File: config.mk
export PLATFORM = sky130hd
export DESIGN_NAME = seg_reader_flat
export DESIGN_NICKNAME = d
export VERILOG_FILES = /design/src/rtl/seg_reader_if.sv /design/src/rtl/seg_reader.sv /design/src/flat_wrapper.sv
export SDC_FILE = /design/constraint.sdc
export NUM_CORES = 1
export LEC_CHECK = 0
export CAP_MARGIN = 20
export CORE_MARGIN = 2
export CORE_UTILIZATION = 50
export DETAILED_ROUTE_END_ITERATION = 12
export GPL_ROUTABILITY_DRIVEN = 0
export GPL_TIMING_DRIVEN = 0
export PLACE_DENSITY = 0.74
export SETUP_SLACK_MARGIN = 0.1
export SYNTH_ARGS = -nofsm -noshare
export SYNTH_HDL_FRONTEND = slang
export SYNTH_SLANG_ARGS = --single-unit
File: constraint.sdc
create_clock -name clk -period 4.1 [get_ports clk]
set_input_delay 0.41 -clock clk [delete_from_list [all_inputs] [get_ports clk]]
set_output_delay 0.41 -clock clk [all_outputs]
set_load 0.1 [all_outputs]
File: src/rtl/seg_reader_if.sv
// Display-bus sampling interface for seg_reader: the multiplexed segment/digit
// inputs, the frame valid/ready handshake and the status outputs.
interface seg_reader_if #(
    parameter int NDIG = 4
);
    logic [6:0]        seg_in;
    logic [NDIG-1:0]   dig_sel;
    logic              frame_ready;
    logic              frame_valid;
    logic [4*NDIG-1:0] digits_out;
    logic [NDIG-1:0]   blank_out;
    logic [NDIG-1:0]   err_out;
    logic              overrun;
    logic [7:0]        bad_sel_cnt;

    // The display driver / frame consumer side
    modport master (
        output seg_in, dig_sel, frame_ready,
        input  frame_valid, digits_out, blank_out, err_out, overrun, bad_sel_cnt
    );

    // The seg_reader side
    modport slave (
        input  seg_in, dig_sel, frame_ready,
        output frame_valid, digits_out, blank_out, err_out, overrun, bad_sel_cnt
    );
endinterface

File: src/rtl/seg_reader.sv
// seg_reader: samples a multiplexed active-high 7-segment bus, waits for each
// {dig_sel, seg_in} pattern to be stable for STABLE_CYCLES cycles, decodes it
// into a BCD slot and presents a complete NDIG-digit frame on valid/ready.
module seg_reader #(
    parameter int STABLE_CYCLES = 4,
    parameter int NDIG          = 4
) (
    input  logic         clk,
    input  logic         rst,
    seg_reader_if.slave  bus
);
    localparam int              SW         = NDIG + 7;
    localparam logic [7:0]      STABLE_MAX = 8'(STABLE_CYCLES);
    localparam logic [NDIG-1:0] ALL_SEEN   = {NDIG{1'b1}};
    localparam logic [NDIG-1:0] NONE_SEEN  = {NDIG{1'b0}};
    localparam logic [NDIG-1:0] ONE_SEL    = NDIG'(1);

    typedef enum logic [0:0] {
        COLLECT = 1'b0,
        FULL    = 1'b1
    } state_t;

    // Returns {blank, err, value[3:0]} for a segment pattern (bit6=a .. bit0=g)
    function automatic logic [5:0] decode_seg(input logic [6:0] seg);
        case (seg)
            7'b1111110: decode_seg = 6'b00_0000;
            7'b0110000: decode_seg = 6'b00_0001;
            7'b1101101: decode_seg = 6'b00_0010;
            7'b1111001: decode_seg = 6'b00_0011;
            7'b0110011: decode_seg = 6'b00_0100;
            7'b1011011: decode_seg = 6'b00_0101;
            7'b1011111: decode_seg = 6'b00_0110;
            7'b1110000: decode_seg = 6'b00_0111;
            7'b1111111: decode_seg = 6'b00_1000;
            7'b1111011: decode_seg = 6'b00_1001;
            7'b0000000: decode_seg = 6'b10_1111;
            default:    decode_seg = 6'b01_1110;
        endcase
    endfunction

    // True when exactly one digit-select bit is set
    function automatic logic is_one_hot(input logic [NDIG-1:0] sel);
        is_one_hot = (sel != NONE_SEEN) && ((sel & (sel - ONE_SEL)) == NONE_SEEN);
    endfunction

    logic [SW-1:0]     s_q;
    logic [SW-1:0]     in_s;
    logic [7:0]        run_cnt;
    logic [7:0]        run_next_s;
    logic              cap_r;
    logic              cap_next_s;

    logic [NDIG-1:0]   cap_sel_s;
    logic [5:0]        dec_s;
    logic              slot_wr_s;
    logic              complete_s;

    logic [4*NDIG-1:0] slot_digits_r, slot_digits_s;
    logic [NDIG-1:0]   slot_blank_r, slot_blank_s;
    logic [NDIG-1:0]   slot_err_r, slot_err_s;
    logic [NDIG-1:0]   seen_r, seen_s;

    state_t            state_r, state_s;
    logic              load_s;
    logic              drop_s;

    logic              frame_valid_r;
    logic [4*NDIG-1:0] digits_r;
    logic [NDIG-1:0]   blank_r;
    logic [NDIG-1:0]   err_r;
    logic              overrun_r;
    logic [7:0]        bad_cnt_r;

    // Stability run length of the registered input and the one-shot capture decision.
    // The counter stays at 0 after reset until the bus first differs from the cleared register.
    always_comb begin
        in_s       = {bus.dig_sel, bus.seg_in};
        run_next_s = run_cnt;
        if (in_s != s_q) begin
            run_next_s = 8'd1;
        end else if ((run_cnt == 8'd0) || (run_cnt == STABLE_MAX)) begin
            run_next_s = run_cnt;
        end else begin
            run_next_s = run_cnt + 8'd1;
        end
        cap_next_s = (run_next_s == STABLE_MAX) && (run_cnt != STABLE_MAX);
    end

    // Input register, run counter and capture strobe
    always_ff @(posedge clk) begin
        if (rst) begin
            s_q     <= {SW{1'b0}};
            run_cnt <= 8'd0;
            cap_r   <= 1'b0;
        end else begin
            s_q     <= in_s;
            run_cnt <= run_next_s;
            cap_r   <= cap_next_s;
        end
    end

    // Decode the stable pattern and work out the slot / seen-mask updates
    always_comb begin
        cap_sel_s     = s_q[SW-1:7];
        dec_s         = decode_seg(s_q[6:0]);
        slot_wr_s     = cap_r && is_one_hot(cap_sel_s);
        slot_digits_s = slot_digits_r;
        slot_blank_s  = slot_blank_r;
        slot_err_s    = slot_err_r;
        seen_s        = seen_r;
        if (slot_wr_s) begin
            for (int i = 0; i < NDIG; i++) begin
                if (cap_sel_s[i]) begin
                    slot_digits_s[4*i +: 4] = dec_s[3:0];
                    slot_blank_s[i]         = dec_s[5];
                    slot_err_s[i]           = dec_s[4];
                end else begin
                    slot_digits_s[4*i +: 4] = slot_digits_r[4*i +: 4];
                    slot_blank_s[i]         = slot_blank_r[i];
                    slot_err_s[i]           = slot_err_r[i];
                end
            end
            seen_s = seen_r | cap_sel_s;
        end else begin
            seen_s = seen_r;
        end
        complete_s = slot_wr_s && (seen_s == ALL_SEEN);
    end

    // Slot registers and seen mask; the mask restarts whenever a frame completes
    always_ff @(posedge clk) begin
        if (rst) begin
            slot_digits_r <= {(4*NDIG){1'b0}};
            slot_blank_r  <= NONE_SEEN;
            slot_err_r    <= NONE_SEEN;
            seen_r        <= NONE_SEEN;
        end else begin
            slot_digits_r <= slot_digits_s;
            slot_blank_r  <= slot_blank_s;
            slot_err_r    <= slot_err_s;
            seen_r        <= complete_s ? NONE_SEEN : seen_s;
        end
    end

    // Frame FSM next state: load a completed frame, drop it under backpressure
    always_comb begin
        state_s = state_r;
        load_s  = 1'b0;
        drop_s  = 1'b0;
        case (state_r)
            COLLECT: begin
                if (complete_s) begin
                    load_s  = 1'b1;
                    state_s = FULL;
                end else begin
                    state_s = COLLECT;
                end
            end
            FULL: begin
                if (complete_s) begin
                    if (bus.frame_ready) begin
                        load_s = 1'b1;
                    end else begin
                        drop_s = 1'b1;
                    end
                    state_s = FULL;
                end else if (bus.frame_ready) begin
                    state_s = COLLECT;
                end else begin
                    state_s = FULL;
                end
            end
            default: begin
                state_s = COLLECT;
            end
        endcase
    end

    // FSM state and registered frame outputs
    always_ff @(posedge clk) begin
        if (rst) begin
            state_r       <= COLLECT;
            frame_valid_r <= 1'b0;
            digits_r      <= {(4*NDIG){1'b0}};
            blank_r       <= NONE_SEEN;
            err_r         <= NONE_SEEN;
            overrun_r     <= 1'b0;
        end else begin
            state_r       <= state_s;
            frame_valid_r <= (state_s == FULL);
            if (load_s) begin
                digits_r <= slot_digits_s;
                blank_r  <= slot_blank_s;
                err_r    <= slot_err_s;
            end
            overrun_r <= overrun_r | drop_s;
        end
    end

    // Saturating count of stable periods with a zero or multi-hot digit select
    always_ff @(posedge clk) begin
        if (rst) begin
            bad_cnt_r <= 8'd0;
        end else if (cap_r && !is_one_hot(cap_sel_s) && (bad_cnt_r != 8'd255)) begin
            bad_cnt_r <= bad_cnt_r + 8'd1;
        end
    end

    assign bus.frame_valid = frame_valid_r;
    assign bus.digits_out  = digits_r;
    assign bus.blank_out   = blank_r;
    assign bus.err_out     = err_r;
    assign bus.overrun     = overrun_r;
    assign bus.bad_sel_cnt = bad_cnt_r;

endmodule

File: src/flat_wrapper.sv
// flat-port wrapper written by rule: the top's interface ports become plain ports
module seg_reader_flat 
#(
    parameter int STABLE_CYCLES = 4,
    parameter int NDIG          = 4
)
  (clk, rst, bus_seg_in, bus_dig_sel, bus_frame_ready, bus_frame_valid, bus_digits_out, bus_blank_out, bus_err_out, bus_overrun, bus_bad_sel_cnt);
  seg_reader_if #(.NDIG(NDIG)) bus_i ();
  input  logic clk;
  input  logic rst;
  input wire logic [$bits(bus_i.seg_in)-1:0] bus_seg_in;
  input wire logic [$bits(bus_i.dig_sel)-1:0] bus_dig_sel;
  input wire logic [$bits(bus_i.frame_ready)-1:0] bus_frame_ready;
  output wire logic [$bits(bus_i.frame_valid)-1:0] bus_frame_valid;
  output wire logic [$bits(bus_i.digits_out)-1:0] bus_digits_out;
  output wire logic [$bits(bus_i.blank_out)-1:0] bus_blank_out;
  output wire logic [$bits(bus_i.err_out)-1:0] bus_err_out;
  output wire logic [$bits(bus_i.overrun)-1:0] bus_overrun;
  output wire logic [$bits(bus_i.bad_sel_cnt)-1:0] bus_bad_sel_cnt;
  assign bus_i.seg_in = bus_seg_in;
  assign bus_i.dig_sel = bus_dig_sel;
  assign bus_i.frame_ready = bus_frame_ready;
  assign bus_frame_valid = bus_i.frame_valid;
  assign bus_digits_out = bus_i.digits_out;
  assign bus_blank_out = bus_i.blank_out;
  assign bus_err_out = bus_i.err_out;
  assign bus_overrun = bus_i.overrun;
  assign bus_bad_sel_cnt = bus_i.bad_sel_cnt;
  seg_reader #(.STABLE_CYCLES(STABLE_CYCLES), .NDIG(NDIG)) u_core (.clk(clk), .rst(rst), .bus(bus_i));
endmodule
==> results.cfg <==
[global_routing]
grt_pass1_wl_mm = 13.2
grt_max_degree = 16
antenna_found_initial = 0
track_usage = 0.219
grt.overflow.total = 0
grt_pass1_vias = 2723

[final_layout]
nFillCells = 607
stdcell_count = 553
fin_nets = 469
syn2layout_area_growth_pct = 22.9
layout_commonest_cell = dfxtp_1
fin_util = 0.644
most-common-layout-cells = 82 x dfxtp_1, 75 x nor2_1, 47 x clkdlybuf4s50_1
diodes = 0
drive_above_1_share = 0.0963

[critical_path]
required_ns = 3.69
slowest_delay_ns = 1.18
r2r_end = u_core.bus.blank_out[1]
slowest_stage = clkdlybuf4s50_1
path_max_fanout = 6
crit_family = buffers and inverters
end_kind = primary output
cp_data_arrival_time_ns = 1.97
cp_cell_sequence = clkdlybuf4s50_1
cp.depth = 1
rr_startpoint = u_core.cap_r
timing.reg2reg.setup_slack_ns = 1.78
cp-start-kind = flip-flop
path_buf_inv = 1
startpoint = u_core.bus.bad_sel_cnt[2]
worstRegToRegCells = 7
endpoint = bus_bad_sel_cnt[2]
critPathKind = reg -> out

[synthesis]
synth_ff_type = dfxtp_1
synth_area_sq_um = 3600
synth_fp_nets = 411
syn_avg_cell_area_sq_um = 9.14
ys_seq_elements = 82
seq_area_frac_synth = 0.456
async_flop_share = 0
synthCells = 394
synth-edff-count = 0
yosysWarnings = 0
synth.distinct_cells = 45

[timing]
setup_viol = 0
max_freq_ghz = 0.420
fin_tns_setup_ns = 0
final_max_slew_viol_count = 0
clock_skew_ns = 0.0103
worstMarginPinSlew_ns = 0.977
rsz0062_at_grt = false
period_share = 0.581
hold_ws_ns = 0.475
fin_crit_ns = 2.38
max_slew_margin = 0.347
hold_viol_final = 0

[floorplanning]
pin_count = 48
num_rows = 30
die_w_um = 88.9
die_h_um = 88.9
dieArea_sq_um = 7900
core_sq_um = 6870
initial_core_util = 0.524

[route]
viasPerCell = 5.26
vias = 2911
post-route-drc-count = 0
postRouteAntennaNets = 0
first_pass_iters = 4
drt-total-wl_mm = 7.75
drt_iter0_drc = 162
avgRoutedWirePerCell_um = 14.0

[hold_path]
hold_class = reg -> reg

[clock_tree]
path_clk_slew_ns = 0.08
cts_tree = yes
ctsHoldBuffers = 0
htree_levels = 3
numCtsBuffers = 9
cts_root_buf = clkbuf_8
clock-sinks = 82
clock_latency_ns = 0.37
cts_resized = 0
cts_max_path_buffers = 2
cts_setup_buffers = 0

[power]
power.density_nw_per_um2 = 358
max-vdd-ir-drop_v = 0.000277
total_power_mw = 1.59
power.static_leakage_nw = 1.56

[outcome]
status = finished clean

[placed_design]
post-dp-hpwl_mm = 5.49
dp.cells = 537
port_buffers = 47

[job]
cap_violations = 0
## flip-flops by register name, indices dropped and copies added (netlist names)
signal,count
u_core.slot_blank_r,4
u_core.state_r,1
u_core.bus.blank_out,4
u_core.bus.overrun,1
u_core.run_cnt,8
u_core.bus.digits_out,16
u_core.slot_err_r,4
u_core.bus.bad_sel_cnt,8
u_core.bus.err_out,4
u_core.slot_digits_r,16
u_core.cap_r,1
u_core.seen_r,4
u_core.s_q,11
## where the power goes
part	internal, mW	total [mW]	leakage [nW]	switching [mW]
clock	0.368	0.685	0.119	0.317
sequential	0.802	0.806	0.664	0.00405
combinational	0.0423	0.0942	0.773	0.0518
## per-layer routing
| metal | global-route usage | vias up | wire length, um |
|---|---|---|---|
| met5 | 0 | - | 0 |
| met4 | 0.0592 | 0 | 68 |
| met3 | 0.0812 | 7 | 329 |
| met2 | 0.339 | 51 | 3650 |
| met1 | 0.290 | 1380 | 3710 |
| li1 | - | 1473 | - |
## cell usage after synthesis, drive strengths merged, types with 8 or more instances
cell / number / share of area
dfxtp: 82 / 0.46
nor2: 75 / 0.078
nor2b: 21 / 0.036
xnor2: 17 / 0.041
a21oi: 15 / 0.024
clkbuf: 15 / 0.016
a211oi: 13 / 0.027
buf: 13 / 0.027
mux2i: 13 / 0.036
nand3: 12 / 0.017
nor3: 12 / 0.020
xor2: 11 / 0.027
nand2: 9 / 0.0094
nand3b: 8 / 0.017
## stage by stage
stage	setup slack, ns	cell area [sq um]
floorplan	1.80	3600
global placement	1.82	4190
detailed placement	1.83	4190
CTS	1.70	4430
global route	1.54	4430
finish	1.72	4430
## layout make-up
type                            instances  area [sq um]  share of cell area
Sequential cell                        82          1640               0.371
Inverter                                6          22.5             0.00509
Multi-Input combinational cell        278          1780               0.403
Tap cell                               96           120              0.0271
Buffer                                 28           154              0.0348
Clock buffer                           10           138              0.0311
Timing Repair Buffer                   47           470               0.106
Clock inverter                          6          97.6              0.0220
## cell families (layout without fill, tap and decap cells)
kind of cell | after synthesis | after routing | synth area share
simple gates | 172 | 172 | 0.245
fa+ha+maj | 3 | 3 | 0.0104
mux | 16 | 16 | 0.0455
buf+inv | 34 | 97 | 0.0490
flops | 82 | 82 | 0.456
compound gates | 59 | 59 | 0.126
xor+xnor | 28 | 28 | 0.0681
## worst min-delay path by stage
| stage | start | end | slack, ns | cells past startpoint |
|---|---|---|---|---|
| after floorplan | u_core.seen_r[0] | u_core.seen_r[0] | 0.44 | 1 |
| after global placement | u_core.seen_r[0] | u_core.seen_r[0] | 0.45 | 1 |
| after detailed placement | u_core.seen_r[0] | u_core.seen_r[0] | 0.46 | 1 |
| after CTS | u_core.seen_r[0] | u_core.seen_r[0] | 0.48 | 1 |
| after global routing | u_core.seen_r[3] | u_core.seen_r[3] | 0.50 | 1 |
| final | u_core.seen_r[0] | u_core.seen_r[0] | 0.48 | 1 |
Note: power is estimated with default switching activity, not from simulation.
